**config.mk**
```make
export PLATFORM = sky130hd
export DESIGN_NAME = clock_monitor
export DESIGN_NICKNAME = d
export VERILOG_FILES = /design/src/rtl/clock_monitor.sv
export SDC_FILE = /design/constraint.sdc
export NUM_CORES = 1
export LEC_CHECK = 0
export CAP_MARGIN = 40
export CORE_MARGIN = 4
export CORE_UTILIZATION = 50
export CTS_BUF_LIST = sky130_fd_sc_hd__clkbuf_4
export DETAILED_ROUTE_END_ITERATION = 12
export MAX_ROUTING_LAYER = met4
export PLACE_DENSITY = 0.75
export SLEW_MARGIN = 20
export SYNTH_ARGS = -nofsm -noshare
export SYNTH_HDL_FRONTEND = slang
export SYNTH_SLANG_ARGS = --single-unit
export TNS_END_PERCENT = 20
```
**constraint.sdc**
```tcl
create_clock -name clock -period 6.8 [get_ports clock]
set_clock_uncertainty 0.2 [all_clocks]
set_input_delay 1.7 -clock clock [delete_from_list [all_inputs] [get_ports clock]]
set_output_delay 1.7 -clock clock [all_outputs]
set_load 0.03 [all_outputs]
```
**src/rtl/clock_monitor.sv**
```systemverilog
// clock_monitor: measures three derived clocks against expected periods and runs an ACQUIRE/LOCKED/FAULT supervisor.
// Optional CLKMON_PHASE_CHECK_EN adds processor-to-regfile edge offset checking (fault_src[3]).
`default_nettype none

module clock_monitor #(
    parameter int IMEM_PERIOD = 2,
    parameter int PROC_PERIOD = 4,
    parameter int REG_PERIOD  = 4,
    parameter int LOCK_COUNT  = 4,
    parameter int CNT_W       = 8
) (
    input  logic             clock,
    input  logic             reset,
    input  logic             imem_clock,
    input  logic             processor_clock,
    input  logic             regfile_clock,
    input  logic             clear_fault,
    output logic             locked,
    output logic             fault,
    output logic [3:0]       fault_src,
    output logic [CNT_W-1:0] imem_period,
    output logic [CNT_W-1:0] proc_period,
    output logic [CNT_W-1:0] reg_period,
    output logic             meas_valid
);

    localparam logic [CNT_W-1:0] CNT_MAX  = '1;
    localparam int               STREAK_W = $clog2(LOCK_COUNT + 1) + 1;

    typedef enum logic [1:0] {
        ACQUIRE = 2'd0,
        LOCKED  = 2'd1,
        FAULT   = 2'd2
    } state_t;

    state_t              state;
    logic [STREAK_W-1:0] streak;

    // Channel index: 0 = imem, 1 = processor, 2 = regfile
    logic [2:0]       raw;
    logic [2:0]       sync1;
    logic [2:0]       sync2;
    logic [2:0]       hist;
    logic [2:0]       edge_det;
    logic [2:0]       armed;
    logic [CNT_W-1:0] cnt   [3];
    logic [CNT_W-1:0] per_q [3];

    assign raw      = {regfile_clock, processor_clock, imem_clock};
    assign edge_det = sync2 & ~hist;

    always_ff @(posedge clock or negedge reset) begin
        if (!reset) begin
            sync1      <= '0;
            sync2      <= '0;
            hist       <= '0;
            armed      <= '0;
            meas_valid <= 1'b0;
            for (int i = 0; i < 3; i++) begin
                cnt[i]   <= '0;
                per_q[i] <= '0;
            end
        end else begin
            sync1      <= raw;
            sync2      <= sync1;
            hist       <= sync2;
            meas_valid <= edge_det[1] & armed[1];
            for (int i = 0; i < 3; i++) begin
                if (edge_det[i]) begin
                    cnt[i]   <= CNT_W'(1);
                    armed[i] <= 1'b1;
                    if (armed[i]) begin
                        per_q[i] <= cnt[i];
                    end
                end else if (cnt[i] != CNT_MAX) begin
                    cnt[i] <= cnt[i] + CNT_W'(1);
                end
            end
        end
    end

    assign imem_period = per_q[0];
    assign proc_period = per_q[1];
    assign reg_period  = per_q[2];

    logic [2:0] mism_raw;
    logic [2:0] stall;
    logic       match;
    logic       phase_err;
    logic [3:0] err;

    assign mism_raw[0] = (per_q[0] != CNT_W'(IMEM_PERIOD));
    assign mism_raw[1] = (per_q[1] != CNT_W'(PROC_PERIOD));
    assign mism_raw[2] = (per_q[2] != CNT_W'(REG_PERIOD));
    assign stall[0]    = (cnt[0] == CNT_MAX);
    assign stall[1]    = (cnt[1] == CNT_MAX);
    assign stall[2]    = (cnt[2] == CNT_MAX);
    assign match       = meas_valid & (&armed) & ~(|mism_raw);
    assign err         = {phase_err, (meas_valid ? mism_raw : 3'b000) | stall};

`ifdef CLKMON_PHASE_CHECK_EN
    logic [CNT_W-1:0] ph_cnt;
    logic [CNT_W-1:0] ref_off;
    logic             pending;
    logic             ref_valid;
    logic             off_valid;
    logic [CNT_W-1:0] off_val;

    // Only the first regfile edge following a processor edge yields an offset.
    assign off_valid = edge_det[2] & (edge_det[1] | pending);
    assign off_val   = edge_det[1] ? '0 : ph_cnt;
    assign phase_err = (state != ACQUIRE) & ref_valid & off_valid & (off_val != ref_off);

    always_ff @(posedge clock or negedge reset) begin
        if (!reset) begin
            ph_cnt    <= '0;
            ref_off   <= '0;
            pending   <= 1'b0;
            ref_valid <= 1'b0;
        end else begin
            if (edge_det[1]) begin
                ph_cnt  <= CNT_W'(1);
                pending <= ~edge_det[2];
            end else begin
                if (ph_cnt != CNT_MAX) begin
                    ph_cnt <= ph_cnt + CNT_W'(1);
                end
                if (edge_det[2]) begin
                    pending <= 1'b0;
                end
            end
            if (state == ACQUIRE) begin
                ref_valid <= 1'b0;
            end else if (state == LOCKED && off_valid && !ref_valid) begin
                ref_off   <= off_val;
                ref_valid <= 1'b1;
            end
        end
    end
`else
    assign phase_err = 1'b0;
`endif

    always_ff @(posedge clock or negedge reset) begin
        if (!reset) begin
            state     <= ACQUIRE;
            streak    <= '0;
            locked    <= 1'b0;
            fault     <= 1'b0;
            fault_src <= '0;
        end else begin
            case (state)
                ACQUIRE: begin
                    if (streak == STREAK_W'(LOCK_COUNT)) begin
                        state  <= LOCKED;
                        locked <= 1'b1;
                    end else if (meas_valid) begin
                        streak <= match ? streak + STREAK_W'(1) : '0;
                    end
                end
                LOCKED: begin
                    if (|err) begin
                        state     <= FAULT;
                        locked    <= 1'b0;
                        fault     <= 1'b1;
                        fault_src <= err;
                    end
                end
                FAULT: begin
                    // A clear in the same cycle as a new error wins; that error is dropped.
                    if (clear_fault) begin
                        state     <= ACQUIRE;
                        fault     <= 1'b0;
                        fault_src <= '0;
                        streak    <= '0;
                    end else begin
                        fault_src <= fault_src | err;
                    end
                end
                default: begin
                    state     <= ACQUIRE;
                    locked    <= 1'b0;
                    fault     <= 1'b0;
                    fault_src <= '0;
                    streak    <= '0;
                end
            endcase
        end
    end

endmodule

`default_nettype wire

```
== Yosys cells after proc, flatten, opt, wreduce, memory -nomap -nowiden ==
Index checks and enable logic that the tools add are counted.

* Register bits after elaboration: 73
* Input bits: 6
* Output and inout port bits: 31

* Add/subtract/negate cells: 4
* Equality and inequality tests: 17
* Multiplexer cells: 25
* Bitwise operators: 11
* Reduce and logical (&&, ||, !) cells: 15

{| class="wikitable"
|+ Operators with widths
! operator !! number
|-
| 8-bit 2-to-1 mux || 6
|-
| 8-bit by 1-bit adder with 8-bit output, second input constant || 3
|-
| 8-bit == test, second input constant || 3
|-
| 4-bit 2-to-1 mux || 6
|-
| 8-bit inequality test, second input constant || 3
|-
| 4-bit one-hot mux with 3 select lines || 2
|-
| 8-bit by 3-bit inequality test with 1-bit output, second input constant || 2
|-
| 3-bit AND reduction || 4
|-
| 2-bit inequality test, second input constant || 5
|-
| 8-bit by 2-bit inequality test with 1-bit output, second input constant || 1
|-
| 2-bit AND reduction || 4
|-
| 2-bit 2-to-1 mux || 3
|-
| 1-bit one-hot mux with 3 select lines || 2
|-
| 2-bit one-hot mux with 3 select lines || 1
|-
| 2-bit nonzero test || 3
|-
| 3-bit OR reduction || 2
|-
| 4-bit by 1-bit adder with 4-bit output, second input constant || 1
|-
| 4-bit by 3-bit == test with 1-bit output, second input constant || 1
|-
| 1-bit 2-to-1 mux || 4
|-
| 1-bit NOT || 4
|-
| 4-bit by 3-bit OR with 4-bit output || 1
|-
| 4-bit AND reduction || 1
|-
| 1-bit AND || 3
|-
| 3-bit AND || 1
|-
| other kinds (6) || 6
|}

== Depth between registers and ports, before layout ==
* Depth after elaboration: 8
* Mapped depth: 8

== Worst setup path before layout ==
OpenSTA, ideal clock, no wires.

* Path kind: input to register
* Start: input clear_fault
* End: register streak[2]
* Arrival: 2558 ps
* Data required time: 6482 ps
* Slack: 3924 ps
* Stages on the path: 5
* Path buffers: 1
* Path through: nor2b_1 -> buf_2 -> a211o_2 -> o21bai_1 -> a21o_1

* Cells in the longest elaborated chain, start to end: 2

{| class="wikitable"
|+ Ends and longest elaborated chain
! element !! RTL line !! text
|-
| from (decl) || 17 || <nowiki>input logic clear_fault,</nowiki>
|-
| 2-bit inequality test (no line) || -- ||
|-
| 4-bit AND reduction (no line) || -- ||
|-
| to (signal assigned) || 158 || <nowiki>streak <= match ? streak + STREAK_W'(1) : '0;</nowiki>
|-
| to (decl) || 37 || <nowiki>logic [STREAK_W-1:0] streak;</nowiki>
|}

Every way passes these cells.
A chain may end at the register's enable or synchronous reset.

== Final worst setup path ==
* Start: register meas_valid
* End: output meas_valid

{| class="wikitable"
|+ RTL lines
! element !! RTL line !! text
|-
| from (decl) || 24 || <nowiki>output logic meas_valid</nowiki>
|-
| from (signal assigned) || 67 || <nowiki>meas_valid <= edge_det[1] & armed[1];</nowiki>
|}

No word-level cell between the ends.

==> impl_table.tex <==
\begin{tabular}{lr}
\hline
Metric & Value \\
\hline
\multicolumn{2}{l}{\textbf{Setup path}} \\
Critical path's largest stage delay & 710 ps \\
Worst path arrival time & 1600 ps \\
Critical path cell sequence & clkdlybuf4s50\_1 \\
Worst reg2reg path endpoint & streak[2]\$\_DFFE\_PN0P\_ \\
Family of cells with the greatest summed delay on the critical path & buffers and inverters \\
Number of buffers and inverters on the critical path & 1 \\
FF-to-FF Start & state[1]\$\_DFFE\_PN0P\_ \\
Required @ worst endpoint & 4900 ps \\
Highest net fanout along the worst path & 6 \\
Worst r2r path cells & 7 \\
Kind of critical path & register to output pin \\
Worst path slowest cell & sky130\_fd\_sc\_hd\_\_clkdlybuf4s50\_1 \\
Crit start category & register \\
Worst setup EP type & output pin \\
Slack of the worst reg-to-reg path & 4330 ps \\
\multicolumn{2}{l}{\textbf{Final layout}} \\
Multi-input combinational cell area & 0.00138 mm2 \\
Area Growth Syn to Fin & 17.0\% \\
Leading cell type in the layout, fill and taps excluded & sky130\_fd\_sc\_hd\_\_dfrtp\_1 \\
Final cell area excluding filler cells & 0.00382 mm2 \\
Area used by sequential logic in the layout & 0.00180 mm2 \\
Layout cells sized above 1 & 17.1\% \\
Ant. Diodes & 0 \\
NumNets Final & 325 \\
Final core utilization & 60.2\% \\
Commonest cells after routing, fill and taps aside & 72 x sky130\_fd\_sc\_hd\_\_dfrtp\_1, 34 x sky130\_fd\_sc\_hd\_\_clkdlybuf4s50\_1, 25 x sky130\_fd\_sc\_hd\_\_mux2\_2, 19 x sky130\_fd\_sc\_hd\_\_nor2\_1, 14 x sky130\_fd\_sc\_hd\_\_nand2\_1 \\
Fill cell count & 511 \\
\multicolumn{2}{l}{\textbf{Synthesis}} \\
Library cell with the largest summed area after synthesis & sky130\_fd\_sc\_hd\_\_dfrtp\_1 \\
Simple-gate area share of the yosys netlist & 17.9\% \\
Syn\_nets & 287 \\
Largest family of logic cells by synthesized area & simple AND/OR/NAND/NOR gates \\
Cell count after synthesis & 273 \\
Synthesized area & 0.00326 mm2 \\
Area share of the largest cell type after synthesis & 55.2\% \\
Sequential element share of the synthesized area & 55.2\% \\
Mux contribution to synthesized area & 9.85\% \\
Cell types occupying the most area after synthesis & sky130\_fd\_sc\_hd\_\_dfrtp\_1 55\%, sky130\_fd\_sc\_hd\_\_mux2\_2 8.6\%, sky130\_fd\_sc\_hd\_\_ha\_1 3.1\% \\
Number of synthesized register bits & 72 \\
EDFF count, synth & 0 \\
Xor and xnor area share after synthesis & 2.41\% \\
Number of synthesis warnings & 0 \\
Post-synthesis compound-gate area fraction & 9.05\% \\
Proportion of synthesized flip-flops having asynchronous set or reset & 100\% \\
Synthesized-area fraction occupied by adder cells & 3.07\% \\
Most common flop cell mapped by yosys & sky130\_fd\_sc\_hd\_\_dfrtp\_1 \\
Count of distinct cell types in the synthesized netlist & 49 \\
Mean post-synth cell area & 12.0 um2 \\
\multicolumn{2}{l}{\textbf{Pwr}} \\
IR Drop Worst-Case VDD & 0.000188 V \\
Final Power & 1160 uW \\
Leakage & 0.00167 uW \\
Cell area power density & 304 mW/mm2 \\
\multicolumn{2}{l}{\textbf{Run status}} \\
Outcome & completed \\
\multicolumn{2}{l}{\textbf{Place}} \\
DP HPWL & 4.21 mm \\
Buffers added on ports & 35 \\
Area post-placement & 0.00368 mm2 \\
RD Place Congestion & 0.809 \\
\multicolumn{2}{l}{\textbf{Drt}} \\
Post-Route WL & 6.12 mm \\
Vias/cell & 5.57 \\
Number of design-rule violations left by the first detailed-router iteration & 79 \\
Post-route DRC violation count & 0 \\
Detail Route Antenna Nets & 0 \\
Wirelength per Cell & 15.6 um \\
Vias after detailed routing & 2188 \\
Detailed-routing iteration count for the pre-antenna-repair pass & 4 \\
\multicolumn{2}{l}{\textbf{Floorplan}} \\
Number of top-level pins & 37 \\
Horiz. Die Dim & 88.8 um \\
Num rows & 29 \\
Die Y & 88.8 um \\
Core ar. & 0.00635 mm2 \\
Initial Utilization & 51.4\% \\
Die Footprint & 0.00789 mm2 \\
\multicolumn{2}{l}{\textbf{Global routing}} \\
Global-route wire length before repair & 10.8 mm \\
Antenna violations before repair & 0 \\
Global Route Usage Sum & 18.5\% \\
Maximum number of pins on one net before global-route repair & 53 \\
Via count of the first global-routing pass & 2221 \\
Overflow left after global routing & 0 \\
\multicolumn{2}{l}{\textbf{Timing}} \\
Fraction of the cycle the final worst path needs & 51.4\% \\
\# setup viols final & 0 \\
Shortest period the worst path allows & 3500 ps \\
Max transition margin & 55.0\% \\
Unrepaired setup endpoints after global routing & false \\
Total count of hold-check failures in the final report & 0 \\
Final worst hold slack & 162 ps \\
Setup total negative slack & 0 ps \\
Slew @ Worst Pin & 673 ps \\
Achievable frequency & 286 MHz \\
Fin. max-slew vios & 0 \\
\multicolumn{2}{l}{\textbf{Clocking}} \\
Post-CTS setup buffers & 0 \\
CTS HTree Levels & 3 \\
Latest clock arrival within the worst-skew pair & 420 ps \\
TritonCTS clock tree & yes \\
Clock transition at the registers of the reported paths & 120 ps \\
Post-CTS sizing & 0 \\
Number of hold-repair buffers added at the cts stage & 0 \\
Number of clock sinks & 72 \\
Clock buffers created by TritonCTS & 9 \\
Clock Root Buffer & sky130\_fd\_sc\_hd\_\_clkbuf\_4 \\
Buffers from clock root to sink, at most & 2 \\
\multicolumn{2}{l}{\textbf{Worst hold path}} \\
Min-Delay Startpoint & sync1[2]\$\_DFF\_PN0\_ \\
Worst-case hold path end point & sync2[2]\$\_DFF\_PN0\_ \\
Hold Path Class & register to register \\
Min-Delay Path Depth & 0 \\
\multicolumn{2}{l}{\textbf{Flow run}} \\
Number of max-capacitance violations reported & 0 \\
\hline
\end{tabular}
## kinds of logic after synthesis
kind of cell	count (synthesis)
compound gates	40
flops	72
other cells	1
fa+ha+maj	8
simple gates	98
xor+xnor	9
buf+inv	16
mux	29
## layout make-up
cell class	instances	share of cell area (%)
clock buffer	10	1.97
multi-input combinational	185	36.2
clock inverter	6	1.57
inverter	6	0.590
timing repair buffer	37	9.96
sequential	72	47.2
tap	77	2.52
## report_power, final
part	total, uW	switching [uW]	leakage, uW	internal [uW]
Clock	267	152	0.0000754	115
Sequential	577	77.0	0.000929	500
Combinational	319	171	0.000670	148
## synth_stat cells (2+ instances only)
cell type and number:
sky130_fd_sc_hd__dfrtp_1 72, sky130_fd_sc_hd__mux2_2 25, sky130_fd_sc_hd__nor2_1 19, sky130_fd_sc_hd__nand2_1 14, sky130_fd_sc_hd__a21oi_1 11, sky130_fd_sc_hd__nor2b_1 10, sky130_fd_sc_hd__ha_1 8, sky130_fd_sc_hd__nand3_1 7
sky130_fd_sc_hd__nor3_1 7, sky130_fd_sc_hd__and3_1 6, sky130_fd_sc_hd__inv_1 6, sky130_fd_sc_hd__xnor2_1 6, sky130_fd_sc_hd__o21ai_0 5, sky130_fd_sc_hd__a311oi_1 4, sky130_fd_sc_hd__and2_1 4, sky130_fd_sc_hd__clkbuf_1 4
sky130_fd_sc_hd__mux2i_1 4, sky130_fd_sc_hd__nand2b_1 4, sky130_fd_sc_hd__o32a_1 4, sky130_fd_sc_hd__and4b_1 3, sky130_fd_sc_hd__buf_2 3, sky130_fd_sc_hd__nor4b_2 3, sky130_fd_sc_hd__or2_2 3, sky130_fd_sc_hd__or3_1 3
sky130_fd_sc_hd__xor2_1 3, sky130_fd_sc_hd__a211oi_1 2, sky130_fd_sc_hd__a41oi_1 2, sky130_fd_sc_hd__and4_1 2, sky130_fd_sc_hd__and4_4 2, sky130_fd_sc_hd__buf_4 2, sky130_fd_sc_hd__nand4_1 2, sky130_fd_sc_hd__nor3b_1 2
sky130_fd_sc_hd__nor4_1 2, sky130_fd_sc_hd__o21bai_1 2, sky130_fd_sc_hd__o311a_1 2, sky130_fd_sc_hd__o31ai_1 2
## stage by stage
stage | setup WS, ps | instances
detailed placement | 3280 | 377
CTS | 3280 | 393
finish | 3300 | 393
floorplan | 3920 | 273
global placement | 3300 | 376
global route | 3220 | 393
## routing by layer
layer	routed length, um	share of wire [%]	global-route usage, %
met1	2940	48	24.3
met2	2900	47	27.5
met3	183	3.0	3.91
met4	91	1.5	8.52
met5	0	0	-
## state kept, by name, summed over array words and instances (netlist names)
| signal | flops |
|---|---|
| cnt | 24 |
| imem_period | 8 |
| proc_period | 8 |
| reg_period | 8 |
| streak | 4 |
| armed | 3 |
| fault_src | 3 |
| hist | 3 |
| sync1 | 3 |
| sync2 | 3 |
| state | 2 |
| fault | 1 |
| locked | 1 |
| meas_valid | 1 |
## worst max path at each step
| stage | startpoint | endpoint | slack (ps) | depth (start not counted) |
|---|---|---|---|---|
| after floorplan | clear_fault | streak[2]$_DFFE_PN0P_ | 3920 | 5 |
| after global placement | clear_fault | fault_src[1]$_DFFE_PN0P_ | 3300 | 5 |
| after detailed placement | clear_fault | fault_src[1]$_DFFE_PN0P_ | 3280 | 5 |
| after CTS | meas_valid$_DFF_PN0_ | meas_valid | 3280 | 1 |
| after global routing | meas_valid$_DFF_PN0_ | meas_valid | 3220 | 1 |
| final | meas_valid$_DFF_PN0_ | meas_valid | 3300 | 1 |
(Power assumes the default switching activity.)
